### src/rtl/clk_div_prog.sv
// Programmable clock-enable divider: divided square wave clk_div plus a tick strobe at each period start.
// Optional CLK_DIV_PROG_SYNC_EN adds a sync input that forces a period restart to phase-align dividers.
module clk_div_prog #(
  parameter int unsigned WIDTH       = 16,
  parameter int unsigned DEFAULT_DIV = 2
) (
  input  logic             clk,
  input  logic             rst,
  input  logic             en,
  input  logic [WIDTH-1:0] div_ratio,
  input  logic             div_load,
`ifdef CLK_DIV_PROG_SYNC_EN
  input  logic             sync,
`endif
  output logic             div_busy,
  output logic             div_err,
  output logic             clk_div,
  output logic             tick
);

  localparam logic [WIDTH-1:0] DEF_RATIO = WIDTH'(DEFAULT_DIV);
  localparam logic [WIDTH-1:0] ONE       = WIDTH'(1);
  localparam logic [WIDTH-1:0] TWO       = WIDTH'(2);

  logic [WIDTH-1:0] cnt;
  logic [WIDTH-1:0] act;
  logic [WIDTH-1:0] pend;
  logic             pend_v;

  logic [WIDTH-1:0] cnt_inc;
  logic [WIDTH-1:0] high_len;
  logic             sync_hit;
  logic             wrap;
  logic             load_ok;
  logic             load_bad;

`ifdef CLK_DIV_PROG_SYNC_EN
  assign sync_hit = sync;
`else
  assign sync_hit = 1'b0;
`endif

  // cnt stays below act-1 on non-wrap edges, so cnt+1 never overflows WIDTH bits.
  assign cnt_inc  = cnt + ONE;
  // Subtracting the low half keeps odd ratios high-biased and avoids a WIDTH+1 carry.
  assign high_len = act - (act >> 1);
  assign wrap     = en && ((cnt == act - ONE) || sync_hit);
  assign load_ok  = div_load && (div_ratio >= TWO);
  assign load_bad = div_load && (div_ratio <  TWO);

  assign div_busy = pend_v;

  // NOTE: every register here is assigned with <= so all state updates see pre-edge values.
  always_ff @(posedge clk) begin
    if (rst) begin
      cnt     <= DEF_RATIO - ONE;
      act     <= DEF_RATIO;
      pend    <= '0;
      pend_v  <= 1'b0;
      clk_div <= 1'b0;
      tick    <= 1'b0;
      div_err <= 1'b0;
    end else begin
      tick    <= 1'b0;
      div_err <= load_bad;

      if (wrap) begin
        cnt     <= '0;
        clk_div <= 1'b1;
        tick    <= 1'b1;
        if (pend_v) begin
          act    <= pend;
          pend_v <= 1'b0;
        end
      end else if (en) begin
        cnt     <= cnt_inc;
        clk_div <= (cnt_inc < high_len);
      end

      // A load landing on a wrap bypasses the shadow and supersedes any older pending ratio.
      if (load_ok) begin
        if (wrap) begin
          act    <= div_ratio;
          pend_v <= 1'b0;
        end else begin
          pend   <= div_ratio;
          pend_v <= 1'b1;
        end
      end
    end
  end

endmodule
### config.mk
export PLATFORM = sky130hd
export DESIGN_NAME = clk_div_prog
export DESIGN_NICKNAME = d
export VERILOG_FILES = /design/src/rtl/clk_div_prog.sv
export SDC_FILE = /design/constraint.sdc
export NUM_CORES = 1
export LEC_CHECK = 0
export CORE_UTILIZATION = 25
export DETAILED_ROUTE_END_ITERATION = 6
export PLACE_DENSITY = 0.51
export RECOVER_POWER = 100
export SLEW_MARGIN = 0
export SYNTH_ARGS = -nofsm -noshare
export SYNTH_HDL_FRONTEND = slang
export SYNTH_SLANG_ARGS = --single-unit
### constraint.sdc
create_clock -name clk -period 6.8 [get_ports clk]
set_input_delay 1.36 -clock clk [delete_from_list [all_inputs] [get_ports clk]]
set_output_delay 1.36 -clock clk [all_outputs]
set_load 0.03 [all_outputs]
==> results.sh <==
export IMPL_status="finished with violations"
export IMPL_violations="max-capacitance violations, max-slew violations"
export IMPL_grt_max_degree=63
export IMPL_cts_setup_buffers=0
export IMPL_weighted_congestion_at_the_end_of_routability_driven_global_placement=0.854
export IMPL_finish_instance_area_sq_um=5160
export IMPL_gr_total_overflow=0
export IMPL_avgSynthCellArea_sq_um=8.02
export IMPL_main_synth_ff_type="dfxtp_1"
export IMPL_worstSetupStartpointType="input port"
export IMPL_pin_count=24
export IMPL_drt_wirelength_per_cell_microns=16.2
export IMPL_drt_pass1_iterations=5
export IMPL_worst_ep_required_time_ns=6.96
export IMPL_setup_total_negative_slack_ns=0
export IMPL_drc=0
export IMPL_clock_tree_root_cell="clkbuf_16"
export IMPL_crit_path_time_final_ns=5.06
export IMPL_report_final_setup_viol=0
export IMPL_leakage_nw=1.92
export IMPL_antennaDiodeCount=0
export IMPL_clk_insertion_delay_late_ns=0.30
export IMPL_hold_violations=0
export IMPL_max_freq_mhz=198
export IMPL_first_iter_violations=217
export IMPL_synth_top_cells_by_area="dfxtp_1, ha_1, xnor2_1, xor2_1, o211ai_1"
export IMPL_cts_inserted_buffers=5
export IMPL_met3_grt_util_pct=2.01
export IMPL_vdd_ir_drop_max_uv=118
export IMPL_die_area_sq_um=19100
export IMPL_clock_path_buffers=2
export IMPL_synth_warnings=0
export IMPL_detail_route_antenna_nets=0
export IMPL_power_density_nw_per_um2=285
export IMPL_fraction_of_the_yosys_area_taken_by_sequential_cells_pct=22.4
export IMPL_groute_layer_met2_usage_pct=23.1
export IMPL_dpl_cell_area_sq_um=5030
export IMPL_p_seq_share_pct=28.3
export IMPL_timing_final_crit_share_pct=74.4
export IMPL_global_route_usage_total_pct=13.5
export IMPL_switchingPower_mw=0.648
export IMPL_final_max_slew_violation_count=87
export IMPL_number_of_antenna_violations_at_the_first_check_in_global_routing=0
export IMPL_syn2layout_area_growth_pct=11.0
export IMPL_finalHoldWorstSlack_ns=0.506
export IMPL_ctsHtreeMaxLevel=2
export IMPL_fin_util_pct=28.5
export IMPL_dr_total_vias=4252
export IMPL_synth_top_area_share_pct=22.4
export IMPL_worstSetupPathType="in -> reg"
export IMPL_register_bit_count_reported_by_yosys=52
export IMPL_nNetsFinal=639
export IMPL_tritoncts="built"
export IMPL_rsz0062_at_grt="no"
export IMPL_holdBufCountCts=0
export IMPL_max_slew_margin_rel_pct=-39.9
export IMPL_grt_pass1_wl_mm=21.1
export IMPL_detailedPlace_worstSlack_ns=2.53
export IMPL_globalRouteMet1Util_pct=18.4
export IMPL_crit_end_element="flip-flop"
export IMPL_port_buffers=23
export IMPL_p_int_mw=0.825
export IMPL_fin_skew_ns=0.00443
export IMPL_clk_transition_reported_paths_ns=0.07
export IMPL_initial_standard_cell_utilization_of_the_core_pct=25.7
export IMPL_post_dp_hpwl_mm=9.62
export IMPL_worstHoldPathType="reg -> reg"
export IMPL_grt_pass1_vias=4133
export IMPL_drv_cap=2
export IMPL_clock_power_share_pct=20.4
export IMPL_clock_sinks=52
export IMPL_synth_net_count=647
export IMPL_grt_busiest_layer="met2"
export IMPL_synthCells=579
export IMPL_synth_enable_flop_cells=0
export IMPL_routed_wirelength_mm=13.0
export IMPL_route_detailed_vias_per_inst=5.31
export IMPL_post_synth_num_cell_types=57
export IMPL_power_share_switching_pct=44.0
export IMPL_chipWidth_microns=138
export IMPL_synth_cell_area_sq_um=4640
export IMPL_postSynth_asyncResetShare_pct=0
export IMPL_layout_drive_gt1_share_pct=2.27
export IMPL_placement_rows=49
export IMPL_postcts_resize_cnt=0
export IMPL_pwr_share_comb_pct=51.3
export IMPL_timing_worst_slew_pin_value_ns=2.10
export IMPL_synth_largest_area_cell="dfxtp_1"
export IMPL_final_critical_path_setup_slack_ns=1.74
export IMPL_post_synth_top_count_cell="dfxtp_1"
export IMPL_floorplan_die_height_microns=138
export IMPL_data_arrival_time_of_the_critical_path_ns=5.22
export IMPL_synth_common_cells="dfxtp_1, ha_1, xnor2_1"
export IMPL_core_area_sq_um=18100
export IMPL_cp_max_fo=43
logic make-up after synthesis:
family	Yosys count	synth area share, %
xor+xnor	67	12.6
flops	52	22.4
mux	2	0.431
buf+inv	80	6.87
fa+ha+maj	48	13.1
simple gates	191	23.6
compound gates	139	21.0
placed cells by master (no fill, tap or decap), types with 3 or more instances in the layout:
cell	n
nor3_1	23
and3_1	11
xor2_1	26
nand2_1	16
and4_1	4
a31oi_1	8
a32oi_1	16
or4_1	6
o211a_1	6
nor2_1	30
a41oi_1	4
ha_1	47
a21oi_1	15
clkdlybuf4s50_1	16
inv_1	36
xnor2_1	41
clkbuf_16	5
a21o_1	5
o21bai_1	3
clkbuf_1	4
dlygate4sd3_1	7
o21ai_0	34
nand3_1	28
nor3b_1	17
or3_1	5
nor2b_1	4
o211ai_1	23
dfxtp_1	52
a211oi_1	12
nor4_1	8
nand2b_1	4
nand4_1	12
or2_2	3
nand3b_1	13
stage by stage:
step                instances  total power, mW
global route              801             1.59
detailed placement        793             1.18
global placement          793             1.16
floorplan                 579            0.987
CTS                       801             1.48
finish                    801             1.47
power by group through the flow:
stage                     clock network (mW)  registers, mW  logic [mW]
after floorplan                            0          0.400       0.587
after global placement                     0          0.419       0.738
after detailed placement                   0          0.421       0.758
after CTS                              0.304          0.415       0.764
after global routing                   0.323          0.423       0.844
final                                  0.301          0.416       0.755
path summary, 6_finish.rpt:
check / cells past startpoint / end / slack (ns) / startpoint
worst max-delay path: 7 / pend[11] / 1.74 / rst
worst min-delay path: 2 / pend[10] / 0.51 / pend[10]
worst max register to register: 9 / act[2] / 2.87 / act[3]
worst min register to register: 2 / pend[10] / 0.51 / pend[10]
final cells by class:
type                       count  area [sq um]
sequential                    52          1040
inverter                      37           139
timing repair buffer          28           256
clock inverter                 2          38.8
tap                          229           287
fill                        1924         12900
multi-input combinational    447          3270
clock buffer                   6           129
critical path: stages:
cell	delay, ns
dlygate4sd3_1	0.52
clkbuf_1	1.49
clkinv_1	0.21
clkbuf_1	0.78
and3_1	0.51
a32oi_1	0.19
o211ai_1	0.12
sequential cells by signal, summed over array words and instances, names as in the netlist:
name,flops
act,16
cnt,16
pend,16
clk_div,1
div_busy,1
div_err,1
tick,1
routing by layer:
| layer | part of all wire [%] | wire length [microns] |
|---|---|---|
| met1 | 50 | 6530 |
| met2 | 45 | 5900 |
| met3 | 4.0 | 517 |
| met4 | 0.47 | 61 |
| met5 | 0 | 0 |
Note: power is estimated with default switching activity, not from simulation.
